===== src/rtl/ps2_mouse_ctrl.sv =====
// -----------------------------------------------------------------------------
// ps2_mouse_ctrl
//
// Sits between the PS/2 byte receiver/transmitter and the mouse signal mapper.
// After reset it runs the mouse initialisation handshake:
//   send 0xFF (reset) -> expect 0xFA, 0xAA, 0x00 -> send 0xF4 (enable
//   reporting) -> expect 0xFA.
// Then it assembles the 3-byte stream packets, resynchronising on bit 3 of
// byte 1. It presents each complete packet on o_signal1..3 with a one-cycle
// o_packet_valid strobe.
//
// Parameters
//   RESP_TIMEOUT : max cycles spent waiting for any init response byte
//   PKT_GAP      : max idle cycles between bytes of one packet
//   MAX_RETRY    : init attempts before giving up (o_init_error)
//
// Ports
//   i_clk          system clock
//   i_reset        asynchronous, active-low reset
//   i_rx_data      byte from the PS/2 receiver, qualified by i_rx_valid
//   i_rx_valid     one-cycle strobe; i_rx_data is valid
//   i_tx_ready     PS/2 transmitter idle, can accept a command
//   o_tx_data      command byte to the transmitter (held after the strobe)
//   o_tx_start     one-cycle strobe; transmitter launches o_tx_data
//   o_signal1..3   last complete packet (buttons/sign/ovf, X, Y)
//   o_packet_valid one-cycle strobe; o_signal1..3 just updated
//   o_streaming    init complete, packets flowing
//   o_init_error   sticky; init failed MAX_RETRY times
// -----------------------------------------------------------------------------
module ps2_mouse_ctrl #(
    parameter int RESP_TIMEOUT = 50_000_000,
    parameter int PKT_GAP      = 200_000,
    parameter int MAX_RETRY    = 3
) (
    input  logic       i_clk,
    input  logic       i_reset,
    input  logic [7:0] i_rx_data,
    input  logic       i_rx_valid,
    input  logic       i_tx_ready,
    output logic [7:0] o_tx_data,
    output logic       o_tx_start,
    output logic [7:0] o_signal1,
    output logic [7:0] o_signal2,
    output logic [7:0] o_signal3,
    output logic       o_packet_valid,
    output logic       o_streaming,
    output logic       o_init_error
);

    localparam int RESP_W  = $clog2(RESP_TIMEOUT + 1);
    localparam int GAP_W   = $clog2(PKT_GAP + 1);
    localparam int RETRY_W = $clog2(MAX_RETRY + 1);

    // Timers start at 0 on entry, so the last permitted cycle is N-1.
    localparam logic [RESP_W-1:0]  RESP_LAST  = RESP_W'(RESP_TIMEOUT - 1);
    localparam logic [GAP_W-1:0]   GAP_LAST   = GAP_W'(PKT_GAP - 1);
    localparam logic [RETRY_W-1:0] RETRY_LAST = RETRY_W'(MAX_RETRY - 1);

    localparam logic [7:0] CMD_RESET  = 8'hFF;
    localparam logic [7:0] CMD_ENABLE = 8'hF4;
    localparam logic [7:0] RSP_ACK    = 8'hFA;
    localparam logic [7:0] RSP_BAT    = 8'hAA;
    localparam logic [7:0] RSP_ID     = 8'h00;

    typedef enum logic [2:0] {
        S_TX_RST,
        S_W_ACK1,
        S_W_BAT,
        S_W_ID,
        S_TX_EN,
        S_W_ACK2,
        S_STREAM,
        S_FAIL
    } state_t;

    state_t              state_q, state_d;
    logic [RESP_W-1:0]   resp_timer_q, resp_timer_d;
    logic [RETRY_W-1:0]  retry_q, retry_d;
    logic [1:0]          idx_q, idx_d;
    logic [GAP_W-1:0]    gap_q, gap_d;
    logic [7:0]          byte1_q, byte1_d;
    logic [7:0]          byte2_q, byte2_d;

    logic [7:0]          tx_data_d;
    logic                tx_start_d;
    logic [7:0]          sig1_d, sig2_d, sig3_d;
    logic                pkt_valid_d;

    // Expected response and success target for each wait state.
    logic [7:0]          exp_byte;
    state_t              ok_state;
    logic                resp_fail;

    always_comb begin
        exp_byte = RSP_ACK;
        ok_state = S_W_BAT;
        case (state_q)
            S_W_ACK1: begin exp_byte = RSP_ACK; ok_state = S_W_BAT;  end
            S_W_BAT:  begin exp_byte = RSP_BAT; ok_state = S_W_ID;   end
            S_W_ID:   begin exp_byte = RSP_ID;  ok_state = S_TX_EN;  end
            S_W_ACK2: begin exp_byte = RSP_ACK; ok_state = S_STREAM; end
            default:  ;
        endcase
    end

    // Next-state and next-output logic.
    always_comb begin
        // NOTE: every value written here gets a default first, so no path
        // leaves a signal unassigned and no latch can be inferred.
        state_d      = state_q;
        resp_timer_d = '0;
        retry_d      = retry_q;
        idx_d        = idx_q;
        gap_d        = gap_q;
        byte1_d      = byte1_q;
        byte2_d      = byte2_q;
        tx_data_d    = o_tx_data;
        tx_start_d   = 1'b0;
        sig1_d       = o_signal1;
        sig2_d       = o_signal2;
        sig3_d       = o_signal3;
        pkt_valid_d  = 1'b0;
        resp_fail    = 1'b0;

        case (state_q)
            S_TX_RST: begin
                if (i_tx_ready) begin
                    tx_start_d = 1'b1;
                    tx_data_d  = CMD_RESET;
                    state_d    = S_W_ACK1;
                end
            end

            S_TX_EN: begin
                if (i_tx_ready) begin
                    tx_start_d = 1'b1;
                    tx_data_d  = CMD_ENABLE;
                    state_d    = S_W_ACK2;
                end
            end

            S_W_ACK1, S_W_BAT, S_W_ID, S_W_ACK2: begin
                resp_timer_d = resp_timer_q + 1'b1;
                // A byte arriving on the timeout cycle is judged on its value.
                if (i_rx_valid) begin
                    if (i_rx_data == exp_byte) begin
                        state_d      = ok_state;
                        resp_timer_d = '0;
                    end else begin
                        resp_fail = 1'b1;
                    end
                end else if (resp_timer_q == RESP_LAST) begin
                    resp_fail = 1'b1;
                end

                if (resp_fail) begin
                    resp_timer_d = '0;
                    retry_d      = retry_q + 1'b1;
                    state_d      = (retry_q == RETRY_LAST) ? S_FAIL : S_TX_RST;
                end
            end

            S_STREAM: begin
                if (i_rx_valid) begin
                    // An arriving byte always beats a gap expiry in the same cycle.
                    gap_d = '0;
                    case (idx_q)
                        2'd0: begin
                            // Bit 3 of byte 1 is always set; anything else
                            // is a stray byte from a lost packet.
                            if (i_rx_data[3]) begin
                                byte1_d = i_rx_data;
                                idx_d   = 2'd1;
                            end
                        end
                        2'd1: begin
                            byte2_d = i_rx_data;
                            idx_d   = 2'd2;
                        end
                        default: begin
                            sig1_d      = byte1_q;
                            sig2_d      = byte2_q;
                            sig3_d      = i_rx_data;
                            pkt_valid_d = 1'b1;
                            idx_d       = 2'd0;
                        end
                    endcase
                end else if (idx_q != 2'd0) begin
                    if (gap_q == GAP_LAST) begin
                        idx_d   = 2'd0;
                        gap_d   = '0;
                        byte1_d = '0;
                        byte2_d = '0;
                    end else begin
                        gap_d = gap_q + 1'b1;
                    end
                end
            end

            default: ;  // S_FAIL: everything ignored until reset
        endcase
    end

    always_ff @(posedge i_clk or negedge i_reset) begin
        if (!i_reset) begin
            state_q        <= S_TX_RST;
            resp_timer_q   <= '0;
            retry_q        <= '0;
            idx_q          <= 2'd0;
            gap_q          <= '0;
            byte1_q        <= '0;
            byte2_q        <= '0;
            o_tx_data      <= '0;
            o_tx_start     <= 1'b0;
            o_signal1      <= '0;
            o_signal2      <= '0;
            o_signal3      <= '0;
            o_packet_valid <= 1'b0;
            o_streaming    <= 1'b0;
            o_init_error   <= 1'b0;
        end else begin
            // NOTE: non-blocking assignments so every register samples the
            // pre-edge values, independent of statement order.
            state_q        <= state_d;
            resp_timer_q   <= resp_timer_d;
            retry_q        <= retry_d;
            idx_q          <= idx_d;
            gap_q          <= gap_d;
            byte1_q        <= byte1_d;
            byte2_q        <= byte2_d;
            o_tx_data      <= tx_data_d;
            o_tx_start     <= tx_start_d;
            o_signal1      <= sig1_d;
            o_signal2      <= sig2_d;
            o_signal3      <= sig3_d;
            o_packet_valid <= pkt_valid_d;
            o_streaming    <= (state_d == S_STREAM);
            o_init_error   <= (state_d == S_FAIL);
        end
    end

endmodule


===== config.mk =====
export PLATFORM = sky130hd
export DESIGN_NAME = ps2_mouse_ctrl
export DESIGN_NICKNAME = d
export VERILOG_FILES = /design/src/rtl/ps2_mouse_ctrl.sv
export SDC_FILE = /design/constraint.sdc
export NUM_CORES = 1
export LEC_CHECK = 0
export ABC_CLOCK_PERIOD_IN_PS = 6300
export BUFFER_PORTS_ARGS = -buffer_cell sky130_fd_sc_hd__buf_2
export CORE_ASPECT_RATIO = 0.9
export CORE_MARGIN = 3
export CORE_UTILIZATION = 55
export CTS_BUF_LIST = sky130_fd_sc_hd__clkbuf_16
export CTS_CLUSTER_DIAMETER = 150
export CTS_CLUSTER_SIZE = 24
export DETAILED_ROUTE_END_ITERATION = 6
export PLACE_DENSITY = 0.75
export SLEW_MARGIN = 0
export SYNTH_ARGS = -nofsm -noshare
export SYNTH_HDL_FRONTEND = slang
export SYNTH_SLANG_ARGS = --single-unit

===== constraint.sdc =====
create_clock -name i_clk -period 6.3 [get_ports i_clk]
set_input_delay 0.315 -clock i_clk [delete_from_list [all_inputs] [get_ports i_clk]]
set_output_delay 0.315 -clock i_clk [all_outputs]
set_load 0.01 [all_outputs]

==> impl_metrics.csv <==
group,metric,value,unit
routing,routed-via-count,3257,
sta,fmax,395.1,MHz
critical_path,cp_cell_sequence,"and3b_1, and3_1, mux2_2",
outcome,status,"completed",
clocking,cts-htree-levels,3,
yosys,synth_fp_nets,439,
placement,dp.cells,547,
sta,period_share,40.18,%
grt,overflow,0,
final_layout,syn_to_final_growth,12.54,%
yosys,netlist_top_cells_area,"dfrtp_1, mux2_2, nor2_1, xor2_1, xnor2_1",
clocking,root_buffer,"clkbuf_16",
critical_path,rr_endpoint,"o_signal3[0]",
yosys,synth.most_common_cell,"dfrtp_1",
yosys,ys_seq_area_share,53.58,%
routing,dr.pass1.iters,4,
flow_run,maxCapViolCount,0,
critical_path,critical_path.slowest_cell,"and3_1",
routing,drt-wirelength-per-cell,15.59,um
critical_path,crit_type,"register to register",
hold_path,hp-class,"primary input to register",
clocking,max-clock-path-buffers,2,
yosys,ys_ff_latch,97,
critical_path,worstReg2RegStart,"state_q[2]",
critical_path,r2r_cells,3,
sta,slew_viol_final,0,
floorplan,io-pin-count,48,
critical_path,critPathMaxFanout,25,
grt,grt_usage,20.26,%
critical_path,crit_end,"o_signal3[0]",
final_layout,drive_gt1_share,20.51,%
critical_path,r2r_slack,3.77,ns
critical_path,cp_data_arrival_time,2.76,ns
yosys,syn_inst,424,
routing,initialDrtViolationCount,195,
clocking,cts.sinks,97,
yosys,postSynthAreaPerCell,10.69,um2
final_layout,nNetsFinal,478,
grt,grt_max_degree,50,
critical_path,max_stage_delay,0.94,ns
final_layout,instances_no_fill,564,
floorplan,initial_core_util,58.31,%
final_layout,fillers,599,
yosys,synth_top_area_share,53.58,%
yosys,yosysTopAreaCell,"dfrtp_1",
yosys,synth-async-reset-ratio,100.0,%
sta,fin_ws,3.769,ns
sta,setup_viol,0,
floorplan,die_width,101.7,um
clocking,cts_buffers,9,
sta,skew,0.007699,ns
sta,hold_viol_final,0,
sta,rsz0062_at_grt,"no",
final_layout,multiInputGateArea,1913,um2
floorplan,core-area,7770,um2
yosys,synth_common_cells,"dfrtp_1, nor2_1, mux2_2",
critical_path,cp-startpoint,"state_q[2]",
clocking,clk_pin_slew,0.07,ns
grt,antenna_found_initial,0,
routing,ant_nets,0,
routing,drc_errors,0,
yosys,yosysWarnings,0,
floorplan,die_area,9364,um2
critical_path,startpoint_type,"register",
clocking,post-cts-setup-buffers,0,
grt,grt_first_pass_wirelength,15180,um
clocking,cts_resized,0,
placement,io_buffer_count,47,
clocking,clock_latency,0.34,ns
clocking,hold_buffers,1,
routing,finalWirelength,8793,um
clocking,cts_tree,"done",
yosys,ys.flop_type,"dfrtp_1",
sta,tns,0,ns
yosys,synth_edf_count,0,
power_and_ir_drop,power_density,364.3,nW/um2
placement,gp_congestion,0.8179,
placement,place_hpwl,5955,um
power_and_ir_drop,ir_worst_vdd,0.0001492,V
placement,post-place-ws,3.768,ns
final_layout,num_antenna_cells,0,
yosys,synth.distinct_cells,51,
critical_path,end_kind,"register",
yosys,syn_area,4531,um2
final_layout,ff_latch_area,2427,um2
routing,viasPerCell,5.775,
sta,fin_crit,2.531,ns
floorplan,rows,30,
critical_path,cp_data_required_time,6.53,ns
power_and_ir_drop,leakagePower,0.002343,uW
grt,grt_pass1_vias,3151,
sta,worstMarginPinSlew,1.169,ns
sta,slew_headroom,21.35,%
floorplan,die_y,92.10,um
-- report_power, final --
group / leakage [uW] / total, uW / switching (uW) / internal, uW
combinational: 0.000912 / 431 / 238 / 194
sequential: 0.00128 / 883 / 113 / 770
clock: 0.000150 / 543 / 260 / 283
-- worst min-delay path by stage --
stage	startpoint	to	cells after the start
finish	i_rx_data[0]	byte1_q[0]	2
global route	i_rx_data[0]	byte1_q[0]	2
CTS	i_rx_data[0]	byte1_q[0]	2
detailed placement	i_reset	o_tx_start	1
global placement	i_reset	o_tx_data[6]	1
floorplan	i_reset	byte1_q[0]	0
-- stage by stage --
stage / power (uW) / instance area, um2 / utilization [%] / hold slack [ns]
2_1_floorplan: 1186 / 4531 / - / 0.01941
3_3_place_gp: 1305 / 4777 / 61.48 / 0.3508
3_5_place_dp: 1325 / 4777 / 61.48 / 0.3539
4_1_cts: 1874 / 5099 / 65.62 / 0.2648
5_1_grt: 1976 / 5099 / 65.62 / 0.2754
6_report: 1857 / 5099 / 65.62 / 0.2707
-- layer usage --
metal  track usage, %  vias up  routed length (um)
li1                 -     1565                   -
met1            27.50     1595                4123
met2            32.52       80                4151
met3            4.639       17                 388
met4            5.759        0                 129
met5                0        -                   0
-- critical path, delay by kind of cell (launching register included) --
kind,cells,cell delay (ns)
AND/OR/NAND/NOR,2,1.42
flip-flops,1,0.56
multiplexers,1,0.42
-- cells in the final DEF, fill, tap and decap left out, types with 2 or more instances in the layout --
master     instances
mux2_2            25
inv_1             19
clkinv_8           3
clkinv_4           2
and4_1             4
nand4_1           19
xor2_1            23
or4_1              2
and3_1            11
nand2_1           24
buf_2             46
or3_1              2
nor2_1            58
dfrtp_1           97
nand3_1           21
nor4_1             9
nor3b_1            2
mux2i_1            2
clkbuf_16          9
nor4b_1            2
o21a_1             2
a21oi_1            2
a211o_1            3
a22o_1             9
o21ai_0           14
ha_1               3
a21o_1             3
nor3_1             8
buf_4              2
or4b_1             2
xnor2_1           16
-- flip-flops by register name, summed over array words and instances, names as in the netlist, 3 cells and up --
register      count
byte1_q           8
gap_q            18
o_signal3         8
byte2_q           8
state_q           3
o_signal1         8
resp_timer_q     26
o_signal2         8
-- final cells by class --
class	instances	area share, %
Timing Repair Buffer	49	5.006
Multi-Input combinational cell	287	37.52
Clock inverter	7	1.693
Tap cell	96	2.356
Inverter	19	1.399
Sequential cell	97	47.61
Clock buffer	9	4.417
-- cell families after synthesis --
family,Yosys count,share of synthesized area [%]
multiplexers,27,6.656
AO/OA/AOI/OAI,45,7.540
XOR/XNOR,39,7.539
buffers and inverters,40,4.198
adder cells (fa/ha/maj),3,0.8286
flip-flops,97,53.58
AND/OR/NAND/NOR,173,19.66
No activity file was read; power rests on OpenSTA's default activity.
